## config.mk

```make
export PLATFORM = sky130hd
export DESIGN_NAME = seq_alu_flat
export DESIGN_NICKNAME = d
export VERILOG_FILES = /design/src/rtl/seq_alu_pkg.sv /design/src/rtl/seq_alu_if.sv /design/src/rtl/seq_alu_addsub.sv /design/src/rtl/seq_alu.sv /design/src/flat_wrapper.sv
export SDC_FILE = /design/constraint.sdc
export NUM_CORES = 1
export LEC_CHECK = 0
export CAP_MARGIN = 20
export CORE_ASPECT_RATIO = 0.9
export CORE_MARGIN = 1
export CORE_UTILIZATION = 35
export CTS_BUF_LIST = sky130_fd_sc_hd__clkbuf_8
export CTS_CLUSTER_SIZE = 28
export DETAILED_ROUTE_END_ITERATION = 6
export MAX_ROUTING_LAYER = met4
export SLEW_MARGIN = 20
export SYNTH_ARGS = -nofsm -noshare
export SYNTH_HDL_FRONTEND = slang
export SYNTH_SLANG_ARGS = --single-unit
```

## constraint.sdc

```tcl
create_clock -name clk -period 1.8 [get_ports clk]
set_clock_uncertainty 0.05 [all_clocks]
set_input_delay 0.18 -clock clk [delete_from_list [all_inputs] [get_ports clk]]
set_output_delay 0.18 -clock clk [all_outputs]
set_load 0.01 [all_outputs]
```

## src/rtl/seq_alu_pkg.sv

```systemverilog
// seq_alu_pkg: shared types and constants for the sequential ALU.
//   op_e    - 3-bit opcode encoding (ADD..MUL)
//   state_e - control FSM states (IDLE/BUSY/DONE)
//   OP_W    - opcode width
package seq_alu_pkg;

    localparam int OP_W = 3;

    typedef enum logic [OP_W-1:0] {
        OP_ADD  = 3'd0,
        OP_SUB  = 3'd1,
        OP_AND  = 3'd2,
        OP_OR   = 3'd3,
        OP_XOR  = 3'd4,
        OP_PASS = 3'd5,
        OP_NOT  = 3'd6,
        OP_MUL  = 3'd7
    } op_e;

    typedef enum logic [1:0] {
        S_IDLE = 2'd0,
        S_BUSY = 2'd1,
        S_DONE = 2'd2
    } state_e;

endpackage

```

## src/rtl/seq_alu_if.sv

```systemverilog
// seq_alu_if: valid/ready request and response bundle of the sequential ALU.
//   Request : in_valid, in_ready, op, a, b, ci
//   Response: out_valid, out_ready, result, result_hi, co, zero, neg, ovf, illegal
//   master  - issue/writeback side (drives requests, consumes results)
//   slave   - the ALU itself
interface seq_alu_if #(
    parameter int WIDTH = 8
);
    import seq_alu_pkg::*;

    logic             in_valid;
    logic             in_ready;
    logic [OP_W-1:0]  op;
    logic [WIDTH-1:0] a;
    logic [WIDTH-1:0] b;
    logic             ci;
    logic             out_valid;
    logic             out_ready;
    logic [WIDTH-1:0] result;
    logic [WIDTH-1:0] result_hi;
    logic             co;
    logic             zero;
    logic             neg;
    logic             ovf;
    logic             illegal;

    modport master (
        output in_valid, op, a, b, ci, out_ready,
        input  in_ready, out_valid, result, result_hi, co, zero, neg, ovf, illegal
    );

    modport slave (
        input  in_valid, op, a, b, ci, out_ready,
        output in_ready, out_valid, result, result_hi, co, zero, neg, ovf, illegal
    );

endinterface

```

## src/rtl/seq_alu_addsub.sv

```systemverilog
// seq_alu_addsub: combinational WIDTH-bit adder/subtractor.
//   a, b, ci - operands and carry-in
//   sub      - invert b before adding (ci=1 then yields a true a-b)
//   sum      - low WIDTH bits of a + (b ^ sub) + ci
//   co       - carry out of the MSB
//   ovf      - two's-complement overflow
module seq_alu_addsub #(
    parameter int WIDTH = 8
) (
    input  logic [WIDTH-1:0] a,
    input  logic [WIDTH-1:0] b,
    input  logic             ci,
    input  logic             sub,
    output logic [WIDTH-1:0] sum,
    output logic             co,
    output logic             ovf
);

    logic [WIDTH-1:0] bEff;

    assign bEff      = b ^ {WIDTH{sub}};
    assign {co, sum} = {1'b0, a} + {1'b0, bEff} + {{WIDTH{1'b0}}, ci};
    // Overflow: both addends share a sign that the sum does not.
    assign ovf       = (a[WIDTH-1] == bEff[WIDTH-1]) && (sum[WIDTH-1] != a[WIDTH-1]);

endmodule

```

## src/rtl/seq_alu.sv

```systemverilog
// seq_alu: handshaked WIDTH-bit ALU with registered result and status flags.
//   clk, rst - clock and asynchronous active-high reset
//   bus      - seq_alu_if slave port (request in, result out)
// Single-cycle ops complete into DONE on the cycle after acceptance; the
// result is held in DONE until out_ready. With SEQ_ALU_MUL_EN defined, MUL
// runs a WIDTH-step shift-add multiply in BUSY through the shared adder;
// without it, MUL completes immediately flagged illegal with a zero result.
module seq_alu
    import seq_alu_pkg::*;
#(
    parameter int WIDTH = 8
) (
    input  logic     clk,
    input  logic     rst,
    seq_alu_if.slave bus
);

    state_e           state;
    op_e              opIn;

    logic [WIDTH-1:0] resultQ;
    logic [WIDTH-1:0] resultHiQ;
    logic             outValidQ;
    logic             coQ, zeroQ, negQ, ovfQ, illegalQ;

    // Shared adder
    logic [WIDTH-1:0] addA, addB, addSum;
    logic             addCi, addSub, addCo, addOvf;

    // Single-cycle ALU result
    logic [WIDTH-1:0] aluRes;
    logic             aluCo, aluOvf;

    assign opIn = op_e'(bus.op);

    seq_alu_addsub #(.WIDTH(WIDTH)) uAddSub (
        .a   (addA),
        .b   (addB),
        .ci  (addCi),
        .sub (addSub),
        .sum (addSum),
        .co  (addCo),
        .ovf (addOvf)
    );

`ifdef SEQ_ALU_MUL_EN
    localparam int CNT_W = $clog2(WIDTH + 1);

    logic [WIDTH-1:0] mcand;
    logic [WIDTH-1:0] mplier;
    logic [WIDTH-1:0] accHi;
    logic [CNT_W-1:0] cnt;
    logic [WIDTH-1:0] stepHi, stepLo;

    // In BUSY the adder accumulates the multiplicand into the high half;
    // otherwise it serves ADD/SUB straight from the request.
    always_comb begin
        if (state == S_BUSY) begin
            addA   = accHi;
            addB   = mplier[0] ? mcand : '0;
            addCi  = 1'b0;
            addSub = 1'b0;
        end else begin
            addA   = bus.a;
            addB   = bus.b;
            addCi  = bus.ci;
            addSub = (opIn == OP_SUB);
        end
    end

    // {carry, sum, multiplier} shifted right by one: the multiplier register
    // doubles as the low product half, filling from the top as bits retire.
    assign stepHi = {addCo, addSum[WIDTH-1:1]};
    assign stepLo = {addSum[0], mplier[WIDTH-1:1]};
`else
    always_comb begin
        addA   = bus.a;
        addB   = bus.b;
        addCi  = bus.ci;
        addSub = (opIn == OP_SUB);
    end
`endif

    always_comb begin
        aluRes = '0;
        aluCo  = 1'b0;
        aluOvf = 1'b0;
        case (opIn)
            OP_ADD, OP_SUB: begin
                aluRes = addSum;
                aluCo  = addCo;
                aluOvf = addOvf;
            end
            OP_AND:  aluRes = bus.a & bus.b;
            OP_OR:   aluRes = bus.a | bus.b;
            OP_XOR:  aluRes = bus.a ^ bus.b;
            OP_PASS: aluRes = bus.a;
            OP_NOT:  aluRes = ~bus.a;
            default: aluRes = '0;
        endcase
    end

    always_ff @(posedge clk or posedge rst) begin
        if (rst) begin
            state     <= S_IDLE;
            outValidQ <= 1'b0;
            resultQ   <= '0;
            resultHiQ <= '0;
            coQ       <= 1'b0;
            zeroQ     <= 1'b0;
            negQ      <= 1'b0;
            ovfQ      <= 1'b0;
            illegalQ  <= 1'b0;
`ifdef SEQ_ALU_MUL_EN
            mcand     <= '0;
            mplier    <= '0;
            accHi     <= '0;
            cnt       <= '0;
`endif
        end else begin
            case (state)
                S_IDLE: begin
                    if (bus.in_valid) begin
                        if (opIn == OP_MUL) begin
`ifdef SEQ_ALU_MUL_EN
                            mcand  <= bus.a;
                            mplier <= bus.b;
                            accHi  <= '0;
                            cnt    <= CNT_W'(WIDTH);
                            state  <= S_BUSY;
`else
                            resultQ   <= '0;
                            resultHiQ <= '0;
                            coQ       <= 1'b0;
                            zeroQ     <= 1'b1;
                            negQ      <= 1'b0;
                            ovfQ      <= 1'b0;
                            illegalQ  <= 1'b1;
                            outValidQ <= 1'b1;
                            state     <= S_DONE;
`endif
                        end else begin
                            resultQ   <= aluRes;
                            resultHiQ <= '0;
                            coQ       <= aluCo;
                            zeroQ     <= (aluRes == '0);
                            negQ      <= aluRes[WIDTH-1];
                            ovfQ      <= aluOvf;
                            illegalQ  <= 1'b0;
                            outValidQ <= 1'b1;
                            state     <= S_DONE;
                        end
                    end
                end
`ifdef SEQ_ALU_MUL_EN
                S_BUSY: begin
                    accHi  <= stepHi;
                    mplier <= stepLo;
                    cnt    <= cnt - CNT_W'(1);
                    // Last step: the shifted value is the final product.
                    if (cnt == CNT_W'(1)) begin
                        resultQ   <= stepLo;
                        resultHiQ <= stepHi;
                        coQ       <= 1'b0;
                        zeroQ     <= ({stepHi, stepLo} == '0);
                        negQ      <= stepHi[WIDTH-1];
                        ovfQ      <= (stepHi != '0);
                        illegalQ  <= 1'b0;
                        outValidQ <= 1'b1;
                        state     <= S_DONE;
                    end
                end
`endif
                S_DONE: begin
                    if (bus.out_ready) begin
                        outValidQ <= 1'b0;
                        state     <= S_IDLE;
                    end
                end
                default: state <= S_IDLE;
            endcase
        end
    end

    assign bus.in_ready  = (state == S_IDLE);
    assign bus.out_valid = outValidQ;
    assign bus.result    = resultQ;
    assign bus.result_hi = resultHiQ;
    assign bus.co        = coQ;
    assign bus.zero      = zeroQ;
    assign bus.neg       = negQ;
    assign bus.ovf       = ovfQ;
    assign bus.illegal   = illegalQ;

endmodule

```

## src/flat_wrapper.sv

```systemverilog
// flat-port wrapper written by rule: the top's interface ports become plain ports
module seq_alu_flat import seq_alu_pkg::*;
#(
    parameter int WIDTH = 8
)
  (clk, rst, bus_in_valid, bus_op, bus_a, bus_b, bus_ci, bus_out_ready, bus_in_ready, bus_out_valid, bus_result, bus_result_hi, bus_co, bus_zero, bus_neg, bus_ovf, bus_illegal);
  seq_alu_if #(.WIDTH(WIDTH)) bus_i ();
  input  logic clk;
  input  logic rst;
  input wire logic [$bits(bus_i.in_valid)-1:0] bus_in_valid;
  input wire logic [$bits(bus_i.op)-1:0] bus_op;
  input wire logic [$bits(bus_i.a)-1:0] bus_a;
  input wire logic [$bits(bus_i.b)-1:0] bus_b;
  input wire logic [$bits(bus_i.ci)-1:0] bus_ci;
  input wire logic [$bits(bus_i.out_ready)-1:0] bus_out_ready;
  output wire logic [$bits(bus_i.in_ready)-1:0] bus_in_ready;
  output wire logic [$bits(bus_i.out_valid)-1:0] bus_out_valid;
  output wire logic [$bits(bus_i.result)-1:0] bus_result;
  output wire logic [$bits(bus_i.result_hi)-1:0] bus_result_hi;
  output wire logic [$bits(bus_i.co)-1:0] bus_co;
  output wire logic [$bits(bus_i.zero)-1:0] bus_zero;
  output wire logic [$bits(bus_i.neg)-1:0] bus_neg;
  output wire logic [$bits(bus_i.ovf)-1:0] bus_ovf;
  output wire logic [$bits(bus_i.illegal)-1:0] bus_illegal;
  assign bus_i.in_valid = bus_in_valid;
  assign bus_i.op = bus_op;
  assign bus_i.a = bus_a;
  assign bus_i.b = bus_b;
  assign bus_i.ci = bus_ci;
  assign bus_i.out_ready = bus_out_ready;
  assign bus_in_ready = bus_i.in_ready;
  assign bus_out_valid = bus_i.out_valid;
  assign bus_result = bus_i.result;
  assign bus_result_hi = bus_i.result_hi;
  assign bus_co = bus_i.co;
  assign bus_zero = bus_i.zero;
  assign bus_neg = bus_i.neg;
  assign bus_ovf = bus_i.ovf;
  assign bus_illegal = bus_i.illegal;
  seq_alu #(.WIDTH(WIDTH)) u_core (.clk(clk), .rst(rst), .bus(bus_i));
endmodule
```

==> reports/qor.yml, run 1 <==
place_inst: 353
final_cell_mix: "buf_4 (47), clkdlybuf4s50_1 (31), inv_1 (21), ha_1 (21), nor2_1 (14)"
yosys_most_used_dff: "dfrtp_1"
gr-total-overflow: 0
route.met3.wl_microns: 226
crit_cells: 13
yosysUniqueCellTypes: 51
synth-seq-cells: 13
drt_iter0_drc: 86
holdWs_ns: 0.206
coreArea_sq_um: 4860
fin_ws_ns: -0.652
clockBufferDepth: 2
required_ns: 1.91
worstSetupPathType: "input pin to flip-flop"
cts_tree: "yes"
powerDensity_nw_per_um2: 578
pin_count: 47
grt_pass1_wl_microns: 7840
synth_edf_count: 0
synthCells: 216
postRouteAntennaNets: 0
syn_avg_cell_area_sq_um: 8.21
hold_violations: 0
yosysWarnings: 0
cp_cell_sequence: "buf_6 -> or2_4 -> nor2_4 -> xnor2_2 -> fa_2 -> inv_2 -> fa_2 -> nand2b_1 -> a21oi_2 -> a221oi_2 -> nor4bb_2 -> nand3_1 -> o32ai_2"
synth_area_sq_um: 1770
r2r_slack_ns: 0.44
dr.pass1.iters: 4
chipWidth_microns: 77.1
grt_max_degree: 29
wl_met2_microns: 2240
critPathLaunchType: "input pin"
yosysTopAreaCellShare_pct: 18.3
critPathBufInv: 2
grt_usage_pct: 18.6
crit_path_end: "u_core.bus.zero"
violations: "negative setup slack"
hp-class: "input pin to asynchronous set/reset pin"
diodes: 0
yosys-top-cells-area: "dfrtp_1 (18%), ha_1 (16%), inv_1 (5.3%), xnor2_1 (4.4%), buf_4 (3.8%)"
num_vias: 1793
fillers: 443
fin_setup_tns_ns: -4.60
vias_per_cell: 4.89
drc: 0
fp.dieH_microns: 69.5
crit_top_cell: "fa_2"
clk_pin_slew_ns: 0.06
grt_pass1_vias: 1686
post-route-min-period_ns: 2.45
crit_arrival_ns: 2.56
layout_commonest_cell: "buf_4"
cp_max_fo: 2
cts_made_buffers: 3
synth_seq_area_share_pct: 18.3
synth_top_area_cell: "dfrtp_1"
portBuffers: 38
gp_congestion: 0.835
timing.fmax_ghz: 0.408
timing.rr.start: "u_core.state[1]"
critPathMaxStageDelay_ns: 0.42
path_delay_family: "simple AND/OR/NAND/NOR gates"
met1Wirelength_microns: 2220
period_share_pct: 136
finalSetupViolCount: 10
instances_no_fill: 367
rows: 24
htreeDepth: 1
power.leakage_uw: 0.00133
layout-drive-gt1-share_pct: 34.1
ys_async_sr_fraction_pct: 100
peakVddDrop_mv: 0.290
cpMaxStageDelayCell: "fa_2"
rsz0062_at_grt: "true"
dp_hpwl_microns: 3400
r2r_end: "u_core.bus.zero"
cap_viol_max_count: 0
start_util_pct: 36.5
cts.sinks: 13
run_status: "complete, but fails checks"
drv_slew: 0
wl_per_cell_microns: 12.9
drt-total-wl_microns: 4730
reg2regPathDepth: 5
layout.nets: 352
insertion_delay_ns: 0.24
cp-startpoint: "bus_op[1]"
top_layer: "met4"
fp.dieArea_sq_um: 5360
cts-root-buf: "clkbuf_8"
area_growth_pct: 61.1
antenna_found_initial: 0
end_kind: "flip-flop"
==> layer usage <==
metal	track usage [%]	vias up
li1	-	909
met2	29.1	54
met4	3.35	0
met5	-	-
met3	1.97	6
met1	26.2	824
==> state kept, by name, indices dropped and copies added, names as in the netlist <==
| register | flops |
|---|---|
| u_core.bus.result | 7 |
| u_core.bus.co | 1 |
| u_core.bus.illegal | 1 |
| u_core.bus.neg | 1 |
| u_core.bus.ovf | 1 |
| u_core.bus.zero | 1 |
| u_core.state | 1 |
==> logic make-up after synthesis <==
family	share of synthesized area, %
DFF	18.3
muxes	4.87
and+or+nand+nor	16.9
buffers and inverters	13.2
xor gates and xnor gates	5.92
AOI/OAI and AO/OA	22.1
adders and majority gates	18.5
other	0.211
==> cell usage after synthesis, types with 3 or more instances <==
cell	instances
nand2_1	15
a221oi_1	3
o21ai_0	13
a21oi_1	9
dfrtp_1	13
buf_4	9
a211oi_1	3
nor3b_1	3
xnor2_1	9
ha_1	23
nor2b_1	4
nand3_1	3
o22ai_1	4
and2_1	3
mux2i_1	6
xor2_1	3
buf_6	3
nor2_1	15
nand2b_1	5
inv_1	25
buf_2	4
==> cell type report <==
class	instances	area [sq um]	share of cell area, %
clock inverter	1	3.75	0.131
clock buffer	3	41.3	1.44
sequential	13	325	11.4
inverter	25	93.8	3.28
multi-input combinational	167	1490	52.2
timing repair buffer	93	820	28.7
tap	65	81.3	2.85
==> worst reg2reg max path: stages, from the launching register on <==
cell and delay, ns:
dfrtp_1 0.39, nor2b_1 0.15, nor2_1 0.09, nor4bb_2 0.27
nand3_1 0.12, o32ai_2 0.20
==> power breakdown <==
group / internal, uW / total (uW) / switching [uW]
registers: 355 / 390 / 35.3
clock network: 151 / 256 / 106
logic: 550 / 1010 / 457
total: 1050 / 1650 / 598
==> stage by stage <==
stage	power, uW	worst slack (ns)	util, %	instance area (sq um)
2_1_floorplan	845	-1.13	-	1850
3_3_place_gp	1220	-1.37	51.3	2500
3_5_place_dp	1230	-1.46	51.3	2500
4_1_cts	1580	-0.628	55.7	2710
5_1_grt	1770	-0.771	58.7	2860
6_report	1650	-0.652	58.7	2860
==> worst min path at each step <==
stage / endpoint / slack, ns / depth (start not counted)
3_3_place_gp: u_core.bus.result[0] / 0.42 / 2
6_report: u_core.bus.zero / 0.21 / 2
2_1_floorplan: u_core.bus.co / 0.007 / 1
3_5_place_dp: u_core.bus.result[0] / 0.43 / 2
4_1_cts: u_core.bus.zero / 0.22 / 2
5_1_grt: u_core.bus.co / 0.26 / 2
==> what timing repair did <==
action,in CTS,in global routing
pin swaps,17,14
setup buffers,9,5
hold buffers,0,0
endpoints found under the setup margin,11,10
resized for setup,45,21
No activity file was read; power rests on OpenSTA's default activity.
==> inputs of run 2 (changes only) <==
--- a/config.mk
+++ b/config.mk
@@ -5,11 +5,11 @@
 export SDC_FILE = /design/constraint.sdc
 export NUM_CORES = 1
 export LEC_CHECK = 0
+export ABC_AREA = 1
 export CAP_MARGIN = 20
 export CORE_ASPECT_RATIO = 0.9
 export CORE_MARGIN = 1
 export CORE_UTILIZATION = 35
-export CTS_BUF_LIST = sky130_fd_sc_hd__clkbuf_8
 export CTS_CLUSTER_SIZE = 28
 export DETAILED_ROUTE_END_ITERATION = 6
 export MAX_ROUTING_LAYER = met4
==> run 2 against run 1 <==
Sequential share of layout area is 0.83 points higher; critical path type unchanged; sequential power is 3% lower; core utilization is 3.7 points lower; the run still ends with negative setup slack left; critical endpoint unchanged; cell area is 6.8% lower; wire length is 7.4% lower; worst hold slack better by 0.0017 ns; first-iteration DRC count is 21% lower; clock power is 5% lower; non-clock buffer count is 11 lower; final cell count is 11% higher; synthesized cell count is 22% higher; largest power group unchanged.
==> reports/qor.yml, run 2 <==
portBuffers: 38
fin_ws_ns: -0.128
violations: "negative setup slack"
cpMaxStageDelayCell: "fa_2"
yosys_most_used_dff: "dfrtp_1"
rsz0062_at_grt: "true"
num_vias: 1789
area_growth_pct: 50.7
hold_violations: 0
yosys-top-cells-area: "dfrtp_1 (18%), nand2_1 (17%), ha_1 (16%), inv_1 (8.9%), nand3_1 (5.1%)"
postRouteAntennaNets: 0
worstSetupPathType: "input pin to flip-flop"
place_inst: 400
gp_congestion: 0.920
synthCells: 263
cts-root-buf: "clkbuf_8"
syn_avg_cell_area_sq_um: 6.72
layout.nets: 394
insertion_delay_ns: 0.23
r2r_slack_ns: 0.63
critPathMaxStageDelay_ns: 0.43
peakVddDrop_mv: 0.331
dr.pass1.iters: 4
pin_count: 47
netlist_top_cells_count: "nand2_1 (82), inv_1 (42), ha_1 (23)"
design_area_sq_um: 2660
ys_async_sr_fraction_pct: 100
largest_reg_flops: 7
post-route-min-period_ns: 1.93
crit_arrival_ns: 2.05
start_util_pct: 36.5
yosys.cell_count.top_type: "nand2_1"
timing.fmax_ghz: 0.519
fp.dieArea_sq_um: 5340
fp.dieH_microns: 69.4
cts_tree: "yes"
reg2regPathDepth: 5
synth_area_sq_um: 1770
crit_top_cell: "nand2_1"
grt_pass1_wl_microns: 7530
vias_per_cell: 4.37
synth-seq-cells: 13
run_status: "complete, but fails checks"
drt-total-wl_microns: 4390
hp-class: "input pin to asynchronous set/reset pin"
wl_per_cell_microns: 10.7
clockBufferDepth: 2
preCtsSetupSlack_ns: -0.796
synth_top_area_cell: "dfrtp_1"
yosysUniqueCellTypes: 30
critPathLaunchType: "input pin"
cap_viol_max_count: 0
grt_usage_pct: 18.0
yosysWarnings: 0
end_kind: "flip-flop"
fin_setup_tns_ns: -0.305
cp_max_fo: 2
period_share_pct: 107
finalSetupViolCount: 5
cts.sinks: 13
place_area_sq_um: 2480
gr-total-overflow: 0
cts_made_buffers: 3
coreArea_sq_um: 4830
grt_max_degree: 19
chipWidth_microns: 76.9
instances_no_fill: 409
diodes: 0
clk_pin_slew_ns: 0.05
final_cell_mix: "nand2_1 (72), buf_4 (43), inv_1 (34)"
powerDensity_nw_per_um2: 524
power.leakage_uw: 0.00143
synth_seq_area_share_pct: 18.4
cts_hold_buf: 0
cp_cell_sequence: "dlygate4sd2_1 -> xor2_2 -> fa_2 -> inv_2 -> fa_2 -> nand2_1 -> nand2_1 -> nor2_2 -> nand2_1 -> nor2_1 -> nand4_1 -> nand2_1"
drt_iter0_drc: 68
htreeDepth: 1
grt_pass1_vias: 1660
yosysTopAreaCellShare_pct: 18.4
layout-drive-gt1-share_pct: 30.2
synth_edf_count: 0
drv_slew: 0
dp_hpwl_microns: 3660
drc: 0
required_ns: 1.92
antenna_found_initial: 0
rows: 24
layout_commonest_cell: "nand2_1"
run 2: changes by cell type after synthesis, sizes merged, moves of 4 or more:
cell,before,now
nand2,15,86
xnor2,9,0
nor2b,4,0
mux2i,6,1
a21oi,9,4
o22ai,4,0
inv,25,48
nand2b,5,0
xor2,3,9
nand3,3,22
a221oi,4,0
buf,17,11
run 2: area by class of cell:
| type | count | area (sq um) |
|---|---|---|
| inverter | 48 | 180 |
| multi-input combinational | 197 | 1320 |
| timing repair buffer | 82 | 709 |
| tap | 65 | 81.3 |
| fill | 470 | 2170 |
| clock buffer | 4 | 45.0 |
| sequential | 13 | 325 |
run 2: what timing repair did:
action	4_1_cts	5_1_grt
buffers inserted	6	0
pin swaps	26	25
endpoints found under the setup margin	11	10
resized for setup	36	20
run 2: worst paths after layout:
| path | endpoint | startpoint |
|---|---|---|
| setup reg to reg | u_core.bus.ovf | u_core.state[1] |
| min in group clk | u_core.bus.co | bus_op[2] |
| max in group asynchronous | u_core.bus.result[1] | rst |
| hold / removal | u_core.bus.result[3] | rst |
| setup / recovery | u_core.bus.zero | bus_b[0] |
| hold reg to reg | u_core.bus.result[5] | u_core.bus.result[5] |
run 2: cells by family (layout without fill, tap and decap cells):
family / after synthesis / after routing / synth area share, %
AO/OA/AOI/OAI: 23 / 23 / 8.00
XOR/XNOR: 9 / 9 / 4.46
adder cells (fa/ha/maj): 25 / 25 / 18.6
buffers and inverters: 60 / 134 / 16.1
flip-flops: 13 / 13 / 18.4
multiplexers: 1 / 1 / 0.567
other: 1 / 8 / 0.212
AND/OR/NAND/NOR: 131 / 131 / 33.7
run 2: metal layers:
layer / vias to the layer above / track usage [%] / wire, microns
li1: 965 / - / -
met1: 794 / 24.5 / 2310
met2: 28 / 29.2 / 1960
met3: 2 / 1.32 / 94
met4: 0 / 3.85 / 19
met5: - / - / 0
run 2: worst max-delay path: cells and delay by family:
family | cells | cell delay [ns]
buffers and inverters | 2 | 0.35
XOR/XNOR | 1 | 0.19
AND/OR/NAND/NOR | 7 | 0.53
adder cells (fa/ha/maj) | 2 | 0.81
run 2: metrics by stage:
step                      hold WS (ns)  total power, uW  utilization (%)
after floorplan                0.00696              782                -
after global placement           0.413             1090             51.3
after detailed placement         0.415             1100             51.3
after CTS                        0.225             1370             53.6
after global routing             0.259             1510             55.1
final                            0.208             1390             55.1
run 2: where the power goes:
group / internal, uW / leakage [uW] / total, uW / switching (uW)
Clock: 155 / 0.0000228 / 243 / 87.7
Combinational: 389 / 0.00124 / 774 / 385
Sequential: 349 / 0.000167 / 378 / 29.4
Total: 893 / 0.00143 / 1390 / 502
==> inputs of run 3 (changes only) <==
--- a/config.mk
+++ b/config.mk
@@ -7,12 +7,15 @@
 export LEC_CHECK = 0
 export ABC_AREA = 1
 export CAP_MARGIN = 20
+export CELL_PAD_IN_SITES_DETAIL_PLACEMENT = 1
+export CELL_PAD_IN_SITES_GLOBAL_PLACEMENT = 2
 export CORE_ASPECT_RATIO = 0.9
 export CORE_MARGIN = 1
-export CORE_UTILIZATION = 35
+export CORE_UTILIZATION = 26
 export CTS_CLUSTER_SIZE = 28
 export DETAILED_ROUTE_END_ITERATION = 6
 export MAX_ROUTING_LAYER = met4
+export PLACE_DENSITY_LB_ADDON = 0.1
 export SLEW_MARGIN = 20
 export SYNTH_ARGS = -nofsm -noshare
 export SYNTH_HDL_FRONTEND = slang
==> run 3 against run 2 <==
The run still ends with negative setup slack left; worst hold slack gained 0.017 ns; fmax shrank 1.4%; global-route usage shrank 0.35 points; clock power grew 4%; die area grew 34%; final cell count grew 10%; core utilization shrank 12 points; flip-flop and latch count is the same; count of clock-buffer cells in the layout is the same; total power grew 6.1%; sequential share of layout area shrank 0.67 points; largest cell class unchanged; largest power group unchanged; highest routed layer unchanged.
==> reports/qor.yml, run 3 (synthesized netlist as in run 2, its figures left out) <==
run_status: "complete, but fails checks"
violations: "negative setup slack"
cts.sinks: 13
dp_hpwl_microns: 4700
portBuffers: 38
chipWidth_microns: 88.9
critPathLaunchType: "input pin"
worst_pin_slew_ns: 0.512
instances_no_fill: 450
critPathMaxStageDelay_ns: 0.48
htreeDepth: 1
area_growth_pct: 59.5
num_vias: 1922
gr-total-overflow: 0
grt_pass1_wl_microns: 9310
relSlewSlack_pct: 65.8
coreArea_sq_um: 6590
clockBufferDepth: 2
rows: 28
hold_violations: 0
grt_pass1_vias: 1959
cpMaxStageDelayCell: "clkdlybuf4s50_1"
clk_pin_slew_ns: 0.05
required_ns: 1.88
rsz0062_at_grt: "true"
postRouteAntennaNets: 0
wl_per_cell_microns: 12.6
layout.nets: 410
holdWs_ns: 0.225
worstSetupPathType: "input pin to flip-flop"
grt_max_degree: 19
diodes: 0
final_cell_mix: "nand2_1 (69), buf_4 (57), inv_1 (31)"
cp_max_fo: 3
place_area_sq_um: 2630
hp-class: "input pin to asynchronous set/reset pin"
powerDensity_nw_per_um2: 525
cp_cell_sequence: "clkdlybuf4s50_1 -> inv_1 -> xor2_1 -> ha_1 -> buf_4 -> a21oi_1 -> nand2_1 -> nand2_1 -> nand3_1 -> nand2_2 -> nor2_2 -> nand4_1 -> nand2_1"
cts_tree: "yes"
crit_top_cell: "nand2_1"
fillers: 868
fp.dieH_microns: 80.2
grt_usage_pct: 17.6
largest_reg_flops: 7
crit_arrival_ns: 2.03
fin_setup_tns_ns: -0.668
timing.fmax_ghz: 0.512
antenna_found_initial: 0
cts-root-buf: "clkbuf_8"
design_area_sq_um: 2820
finalSetupViolCount: 8
post-route-min-period_ns: 1.95
power.leakage_uw: 0.00152
insertion_delay_ns: 0.24
fin_ws_ns: -0.154
pin_count: 47
dr.pass1.iters: 6
fp.dieArea_sq_um: 7130
cts_made_buffers: 3
drt-total-wl_microns: 5680
end_kind: "flip-flop"
fin_util_pct: 42.8
peakVddDrop_mv: 0.209
regArea_sq_um: 325
gp_congestion: 0.804
vias_per_cell: 4.27
start_util_pct: 26.8
drc: 0
cap_viol_max_count: 0
place_inst: 439
multi_input_area_sq_um: 1310
layout-drive-gt1-share_pct: 35.6
layout_commonest_cell: "nand2_1"
drt_iter0_drc: 48
drv_slew: 0
period_share_pct: 109
## run 3: metrics by stage
stage               total power (uW)  setup WS (ns)
finish                          1480         -0.154
global route                    1610         -0.262
CTS                             1470         -0.222
detailed placement              1170         -0.824
global placement                1150         -0.761
floorplan                        782         -0.446
## run 3: per-layer routing
layer	global-route usage, %	up-vias	wire [microns]
li1	-	994	-
met1	22.4	887	2690
met2	30.0	35	2760
met3	1.54	6	174
met4	4.35	0	51
met5	-	-	0
## run 3: critical path, delay by kind of cell
| kind | cells | cell delay (ns) |
|---|---|---|
| buf+inv | 3 | 0.70 |
| simple gates | 7 | 0.48 |
| fa+ha+maj | 1 | 0.29 |
| compound gates | 1 | 0.20 |
| xor+xnor | 1 | 0.16 |
## run 3: worst paths after layout
| check | start | end | slack (ns) | depth (start not counted) |
|---|---|---|---|---|
| min reg2reg | u_core.bus.result[3] | u_core.bus.result[3] | 0.43 | 1 |
| max in group asynchronous | rst | u_core.bus.result[6] | 1.13 | 2 |
| max | bus_b[5] | u_core.bus.zero | -0.15 | 13 |
| min in group clk | bus_op[2] | u_core.bus.co | 0.40 | 5 |
| min | rst | u_core.bus.zero | 0.22 | 2 |
| max reg2reg | u_core.state[1] | u_core.bus.ovf | 0.63 | 5 |
## run 3: power by group
part | internal, uW | switching [uW] | total [uW] | leakage [uW]
sequential | 348 | 30.5 | 379 | 0.000167
combinational | 429 | 419 | 848 | 0.00133
clock | 156 | 96.8 | 253 | 0.0000228
total | 933 | 546 | 1480 | 0.00152
## run 3: layout make-up
class                           count  area share, %
Multi-Input combinational cell    197           46.4
Timing Repair Buffer               98           30.0
Sequential cell                    13           11.5
Inverter                           48           6.39
Tap cell                           90           4.00
Clock buffer                        4           1.60
## run 3: repair_timing
action	4_1_cts	5_1_grt
setup endpoints to repair	11	10
pin swaps	32	26
gates resized for setup	43	23
hold buffers	0	0
buffers inserted	6	3
